<file path="config.mk">
export PLATFORM = sky130hd
export DESIGN_NAME = clock_edge_monitor
export DESIGN_NICKNAME = d
export VERILOG_FILES = /design/src/rtl/clk_mon_pkg.sv /design/src/rtl/sync_2ff.sv /design/src/rtl/clock_edge_monitor.sv
export SDC_FILE = /design/constraint.sdc
export NUM_CORES = 1
export LEC_CHECK = 0
export CAP_MARGIN = 20
export CORE_UTILIZATION = 61
export DETAILED_ROUTE_END_ITERATION = 7
export PLACE_DENSITY = 0.85
export SETUP_SLACK_MARGIN = 0.4
export SKIP_CTS_REPAIR_TIMING = 1
export SLEW_MARGIN = 10
export SYNTH_ARGS = -nofsm -noshare
export SYNTH_HDL_FRONTEND = slang
export SYNTH_SLANG_ARGS = --single-unit
</file>
<file path="constraint.sdc">
create_clock -name clock_in -period 3.6 [get_ports clock_in]
set_clock_uncertainty 0.15 [all_clocks]
set_input_delay 0.72 -clock clock_in [delete_from_list [all_inputs] [get_ports clock_in]]
set_output_delay 0.72 -clock clock_in [all_outputs]
set_load 0.005 [all_outputs]
</file>
<file path="src/rtl/clk_mon_pkg.sv">
// Shared types and constants for the divided-clock edge monitor.
package clk_mon_pkg;

    localparam int unsigned CNT_W_DEFAULT = 28;
    // Wide enough for LOCK_COUNT up to 15.
    localparam int unsigned MATCH_W = 4;

    typedef enum logic [1:0] {
        ST_IDLE,
        ST_MEASURE,
        ST_LOCKED,
        ST_LOST
    } mon_state_t;

endpackage

</file>
<file path="src/rtl/sync_2ff.sv">
// Two-flop synchronizer for a single asynchronous bit, async active-high reset to 0.
module sync_2ff (
    input  logic i_clk,
    input  logic i_rst,
    input  logic i_d,
    output logic o_q
);

    logic r_meta;
    logic r_sync;

    always_ff @(posedge i_clk or posedge i_rst) begin
        if (i_rst) begin
            r_meta <= 1'b0;
            r_sync <= 1'b0;
        end else begin
            r_meta <= i_d;
            r_sync <= r_meta;
        end
    end

    assign o_q = r_sync;

endmodule

</file>
<file path="src/rtl/clock_edge_monitor.sv">
// Divided-clock monitor: rising-edge strobes, period measurement, lock and timeout reporting.
// Optional CLK_MON_DUTY_EN adds a high_time output (sync-high cycles in the last period).
module clock_edge_monitor
    import clk_mon_pkg::*;
#(
    parameter int unsigned CNT_W           = CNT_W_DEFAULT,
    parameter int unsigned EXPECTED_PERIOD = 38,
    parameter int unsigned TOLERANCE       = 1,
    parameter int unsigned LOCK_COUNT      = 4,
    parameter int unsigned TIMEOUT_PERIODS = 4
) (
    input  logic             clock_in,
    input  logic             reset,
    input  logic             div_clk_in,
    output logic             edge_pulse,
    output logic [CNT_W-1:0] period,
    output logic             period_valid,
    output logic             locked,
    output logic             timeout
`ifdef CLK_MON_DUTY_EN
    ,
    output logic [CNT_W-1:0] high_time
`endif
);

    localparam logic [CNT_W:0] LO_BOUND = (EXPECTED_PERIOD > TOLERANCE) ?
        (CNT_W+1)'(EXPECTED_PERIOD - TOLERANCE) : '0;
    localparam logic [CNT_W:0]   HI_BOUND     = (CNT_W+1)'(EXPECTED_PERIOD + TOLERANCE);
    localparam logic [CNT_W-1:0] TIMEOUT_CNT  = CNT_W'(EXPECTED_PERIOD * TIMEOUT_PERIODS);
    localparam logic [MATCH_W-1:0] LOCK_TARGET = MATCH_W'(LOCK_COUNT);

    logic               w_sync;
    logic               r_prev;
    logic               w_edge;
    logic [CNT_W-1:0]   r_cnt;
    logic               w_match;
    logic               w_timeout_hit;

    mon_state_t         r_state;
    logic [MATCH_W-1:0] r_match_cnt;
    logic               r_edge_pulse;
    logic [CNT_W-1:0]   r_period;
    logic               r_period_valid;
    logic               r_locked;
    logic               r_timeout;

    sync_2ff u_sync (
        .i_clk (clock_in),
        .i_rst (reset),
        .i_d   (div_clk_in),
        .o_q   (w_sync)
    );

    always_ff @(posedge clock_in or posedge reset) begin
        if (reset) begin
            r_prev <= 1'b0;
        end else begin
            r_prev <= w_sync;
        end
    end

    assign w_edge = w_sync & ~r_prev;

    // Counter restarts at 1 on the edge so its value in the next edge cycle is the period.
    always_ff @(posedge clock_in or posedge reset) begin
        if (reset) begin
            r_cnt <= '0;
        end else if (w_edge) begin
            r_cnt <= CNT_W'(1);
        end else if (r_cnt != '1) begin
            r_cnt <= r_cnt + CNT_W'(1);
        end
    end

    assign w_match       = ({1'b0, r_cnt} >= LO_BOUND) && ({1'b0, r_cnt} <= HI_BOUND);
    assign w_timeout_hit = (r_cnt == TIMEOUT_CNT);

    always_ff @(posedge clock_in or posedge reset) begin
        if (reset) begin
            r_state        <= ST_IDLE;
            r_match_cnt    <= '0;
            r_edge_pulse   <= 1'b0;
            r_period       <= '0;
            r_period_valid <= 1'b0;
            r_locked       <= 1'b0;
            r_timeout      <= 1'b0;
        end else begin
            r_edge_pulse   <= w_edge;
            r_period_valid <= 1'b0;
            case (r_state)
                ST_IDLE: begin
                    if (w_edge) begin
                        r_state <= ST_MEASURE;
                    end else if (w_timeout_hit) begin
                        r_state   <= ST_LOST;
                        r_timeout <= 1'b1;
                    end
                end
                ST_MEASURE: begin
                    if (w_edge) begin
                        r_period       <= r_cnt;
                        r_period_valid <= 1'b1;
                        r_match_cnt    <= w_match ? r_match_cnt + MATCH_W'(1) : '0;
                    end else if (r_match_cnt == LOCK_TARGET) begin
                        // Lock is declared the cycle after the qualifying period is reported.
                        r_state  <= ST_LOCKED;
                        r_locked <= 1'b1;
                    end else if (w_timeout_hit) begin
                        r_state     <= ST_LOST;
                        r_timeout   <= 1'b1;
                        r_match_cnt <= '0;
                    end
                end
                ST_LOCKED: begin
                    if (w_edge) begin
                        r_period       <= r_cnt;
                        r_period_valid <= 1'b1;
                        if (!w_match) begin
                            r_state     <= ST_MEASURE;
                            r_match_cnt <= '0;
                            r_locked    <= 1'b0;
                        end
                    end else if (w_timeout_hit) begin
                        r_state     <= ST_LOST;
                        r_timeout   <= 1'b1;
                        r_locked    <= 1'b0;
                        r_match_cnt <= '0;
                    end
                end
                ST_LOST: begin
                    if (w_edge) begin
                        r_state     <= ST_MEASURE;
                        r_timeout   <= 1'b0;
                        r_match_cnt <= '0;
                    end
                end
                default: begin
                    r_state <= ST_IDLE;
                end
            endcase
        end
    end

    assign edge_pulse   = r_edge_pulse;
    assign period       = r_period;
    assign period_valid = r_period_valid;
    assign locked       = r_locked;
    assign timeout      = r_timeout;

`ifdef CLK_MON_DUTY_EN
    logic             w_period_upd;
    logic [CNT_W-1:0] r_high_cnt;
    logic [CNT_W-1:0] r_high_time;

    assign w_period_upd = w_edge && (r_state == ST_MEASURE || r_state == ST_LOCKED);

    // Sync is always high in the edge cycle, so the new period's count starts at 1.
    always_ff @(posedge clock_in or posedge reset) begin
        if (reset) begin
            r_high_cnt  <= '0;
            r_high_time <= '0;
        end else begin
            if (w_period_upd) begin
                r_high_time <= r_high_cnt;
            end
            if (w_edge) begin
                r_high_cnt <= CNT_W'(1);
            end else if (w_sync && r_high_cnt != '1) begin
                r_high_cnt <= r_high_cnt + CNT_W'(1);
            end
        end
    end

    assign high_time = r_high_time;
`endif

endmodule

</file>
# Word level (Yosys, flattened, before mapping)
# Cells that the tools add are included.
[word_totals]
output_inout_bits = 32
reg_bits = 69
inputBits = 3
[classes]
eq_ne = 14
muxes = 32
reduce_logical = 12
n_addsub = 2
n_lt_le_gt_ge = 2
bitwise = 2
[ops]
columns = ["op", "count"]
rows = [
  ["$mux 28", 2],
  ["$add 28x1->28 const B", 1],
  ["$eq 28x8->1 const B", 1],
  ["$ge 28x6->1 const B", 1],
  ["$le 28x6->1 const B", 1],
  ["$mux 4", 7],
  ["$ne 28x28->1 const B", 1],
  ["$mux 2", 7],
  ["$mux 1", 12],
  ["$pmux 4 s3", 1],
  ["$ne 2x2->1 const B", 5],
  ["$ne 3x3->1 const B", 3],
  ["$pmux 2 s4", 1],
  ["$reduce_and 4->1", 2],
  ["$reduce_and 5->1", 1],
  ["$add 4x1->4 const B", 1],
  ["$eq 2x2->1 const B", 2],
  ["$eq 4x3->1 const B", 1],
  ["$reduce_bool 2->1", 2],
  ["$reduce_or 2->1", 2],
  ["$pmux 1 s3", 1],
  ["$reduce_and 3->1", 1],
  ["$reduce_bool 3->1", 1],
  ["$eq 2x1->1 const B", 1],
  ["6 further kinds", 6],
]

# Longest topological paths before layout
[depth]
ltp_word = 5
depth_mapped = 8
ltp_nobuf = 7

# By module
# A second synthesis with hierarchy kept.
[hier_totals]
hier_cells = 332
hier_area_um2 = 3548.4
[by_module_without_submodules]
columns = ["mod", "area_each_um2", "instances", "cells_each"]
rows = [
  ["clock_edge_monitor", 3494.6, 1, 329],
  ["sync_2ff", 53.8, 1, 3],
]

# Worst setup path after synthesis
# No wires, ideal clock.
[synth_timing]
kind = "register to register"
startpoint = "register r_cnt[0]"
endpoint = "register r_match_cnt[0]"
stages_incl_launch_ff = 8
setup_time_ns = 0.136
path_slack_ns = 1.385
arrival_ns = 1.929
path_cell_list = "dfrtp_1 -> inv_1 -> ha_1 -> nand4_1 -> or3_1 -> or3_1 -> a311oi_1 -> o21ai_0"
[synth_via]
elab_chain_len = 5
elab_cells_between_ends = 12
classes_between = "order compare (2); eq/ne (2); mux (6); reduce/logical (2)"
[synth_rtl]
columns = ["element", "line_no", "rtl"]
rows = [
  ["start: declaration", "clock_edge_monitor.sv:35", "logic [CNT_W-1:0] r_cnt;"],
  ["start signal: assignment", "clock_edge_monitor.sv:71", "r_cnt <= r_cnt + CNT_W'(1);"],
  ["$ge 28x6->1 (tied with other cells)", "clock_edge_monitor.sv:75", "assign w_match = ({1'b0, r_cnt} >= LO_BOUND) && ({1'b0, r_cnt} <= HI_BOUND);"],
  ["$logic_and 1x1->1 or $mux 4 (tied branches)", "--", ""],
  ["$mux 4 (on tied branches)", "--", ""],
  ["$mux 4", "clock_edge_monitor.sv:100", "if (w_edge) begin"],
  ["$pmux 4 s3", "clock_edge_monitor.sv:90", "case (r_state)"],
  ["end signal: assignment", "clock_edge_monitor.sv:103", "r_match_cnt <= w_match ? r_match_cnt + MATCH_W'(1) : '0;"],
  ["end: declaration", "clock_edge_monitor.sv:40", "logic [MATCH_W-1:0] r_match_cnt;"],
]
# Several ways; a longest one is shown, not always the timed one. The select of a mux whose other input is x is not followed.
# A chain may end at the register's enable or synchronous reset.

# Final worst setup path
[layout_timing]
startpoint = "register r_cnt[10]"
endpoint = "register r_match_cnt[3]"
# The elaborated chain is that of the path after synthesis.

==> run metrics <==
status=finished, final reports clean; commonest non-fill, non-tap cell in the layout=dfrtp_1; Core Rows=27; fin util=0.7373; die height=77.57 µm; Cell Area, Placed=slightly below 4000 µm²; I/O pins=35; grt ovf=0; Tmin final=about 2500 ps; initial antenna violation count=0; core area=~5500 µm²; CTS Buf Count=9; clock sinks=just under 70; Worst Path Required=roughly 3700 ps; # setup viols final=0; largest net degree at the start of global routing=between 40 and 50; warnings from Yosys=0; final hold vios=0; dominant synthesized flop cell=dfrtp_1; Cell Count, Final, Fillers Out=about 460; vias in the first global route=2792; Cells after Synth=348; Mean Syn Cell Area=about 10 µm²; H-tree levels=3; Layout Area Growth over Synthesis=16.56%; worst skew pair latency=approximately 350 ps; fillcell total=slightly above 400; drt drc=0; routed wire length=roughly 7700 µm; first-pass GRT wire length=12950 µm; vias per std cell=between 6 and 7; Synth async-reset ratio=1.000; vias=around 2900; Slew @ Worst Pin=roughly 820 ps; HPWL Detailed=5304 µm; Longest Clk Path Bufs=2; max-cap viol count=0; worst vdd ir=between 300 and 400 µV; Layout Nets=391; DRT iter0 DRCs=about 220; Reg power frac=0.525; Placed Cells=between 400 and 500; pwr dens=between 400 and 500 nW/µm²; most frequent cells in the layout=dfrtp_1, clkdlybuf4s50_1, nand2_1; ANT nets after route=0; PortBufs=34; total track usage=0.2802; synthesized area=around 3500 µm²; die width=roughly 78 µm; register area share after synthesis=0.4957; First-pass DRT Iterations=7; CP Data Arrival Time=roughly 2600 ps; net count after synthesis=360; starting density of the core=0.6326; RSZ-0062 raised after global routing=false; die area=around 6000 µm²; WL/cell=17.01 µm; Slew HR=0.4460; Post-synth EDFFs=0; global placer's final weighted congestion=roughly 0.93; TritonCTS clock tree=built; Synth cell types=52; Design Area, Final=~4100 µm²; static leakage=around 0.0018 µW; fraction of layout cells with a size suffix above 1=0.1227; Startpoint Class=register; NetSw=roughly 430 µW; root buffer cell=clkbuf_8; Worst Hold Class=register to register; Final period util=0.6922; Achievable Freq=approximately 0.4 GHz; Final Max Tran Viols=0; switch share=0.2619; Int Pwr=approximately 1200 µW; Comb pwr share=0.126; CP endpoint kind=register; flops & latches, synth=between 60 and 70; ANT cells=0; Max FO, Critical Path=6; category of the most critical setup path=register to register; share of total power in the clock network=0.349; clk slew on worst S/H paths=70 ps; total negative slack=0 ps
==> kinds of logic after synthesis <==
logic type                 Yosys count  synth area share
AOI/OAI and AO/OA                   69            0.1293
muxes                               28           0.08836
adders and majority gates            9           0.03233
buffers and inverters               37           0.04418
and+or+nand+nor                    135            0.2076
xor gates and xnor gates             1          0.002515
DFF                                 69            0.4957
==> power by group through the flow <==
| stage | registers (µW) | logic [µW] | clock network [µW] |
|---|---|---|---|
| 2_1_floorplan | 859 | 139 | 0 |
| 3_3_place_gp | 875 | 200 | 0 |
| 3_5_place_dp | 879 | 207 | 0 |
| 4_1_cts | 865 | 208 | 582 |
| 5_1_grt | 872 | 227 | 610 |
| 6_report | 866 | 208 | 576 |
==> state kept, by name, indices dropped and copies added, names as in the netlist <==
register / count
r_cnt: 28
r_state: 2
period_valid: 1
edge_pulse: 1
r_prev: 1
period: 28
u_sync.o_q: 1
u_sync.r_meta: 1
r_match_cnt: 4
locked: 1
timeout: 1
==> area by class of cell <==
type                    instances  area (µm²)  area share
clock inverters                 1       5.005    0.001233
repair buffers                 37       387.9     0.09553
flip-flops and latches         69        1727      0.4253
clock buffers                  14       172.7     0.04253
inverters                      20       75.07     0.01849
well taps                      72       90.09     0.02219
multi-input cells             242        1603      0.3948
==> worst paths after layout <==
path | slack (ps) | depth (start not counted) | endpoint | start
min in group asynchronous | 620 | 2 | period[22] | reset
max reg2reg | 1110 | 5 | r_match_cnt[3] | r_cnt[10]
min | 220 | 0 | u_sync.o_q | u_sync.r_meta
max in group asynchronous | 2050 | 3 | r_cnt[8] | reset
min reg2reg | 220 | 0 | u_sync.o_q | u_sync.r_meta
max | 1110 | 5 | r_match_cnt[3] | r_cnt[10]
==> metal layers <==
| layer | track usage | up-vias | part of all wire |
|---|---|---|---|
| li1 | - | 1333 | - |
| met1 | 0.3539 | 1417 | 0.42 |
| met2 | 0.4540 | 131 | 0.48 |
| met3 | 0.05176 | 35 | 0.061 |
| met4 | 0.1585 | 0 | 0.035 |
| met5 | 0 | - | 0 |
==> cell usage after synthesis (2+ instances only) <==
master	n	area, µm²
dfrtp_1	69	1727
and2_1	3	18.77
o31ai_1	8	60.06
nand3_1	12	60.06
nor2b_1	2	12.51
a31oi_1	5	31.28
o21ai_0	18	90.09
o211ai_1	3	22.52
or3_1	5	31.28
a211oi_1	2	15.01
nor2_1	23	86.33
a21oi_1	16	80.08
mux2_2	22	247.7
nand4b_1	2	17.52
or2_1	2	12.51
nor3_1	12	60.06
nand2_1	30	112.6
mux2i_1	6	60.06
inv_1	19	71.32
buf_2	3	15.01
o41ai_1	2	17.52
a31o_2	2	17.52
ha_1	9	112.6
nand2b_1	6	37.54
clkbuf_1	12	45.04
nor4_1	9	56.30
or4_1	9	67.56
nand4_1	9	56.30
and3_1	3	18.77
a41o_1	3	30.03
==> stage by stage <==
stage,worst slack (ps),hold WS [ps],power [µW]
6_report,1108,219.1,1650
5_1_grt,915.9,228.5,1709
4_1_cts,1103,228.7,1655
3_5_place_dp,1122,214.0,1086
3_3_place_gp,1226,183.8,1075
2_1_floorplan,990.1,181.2,998.0
==> critical path: stages, from the launching register on <==
cell	delay, ps
dfrtp_1	440
nor4_1	350
nand4_1	310
nor4_1	770
a311oi_1	180
o21ai_0	210
Note: power is estimated with default switching activity, not from simulation.
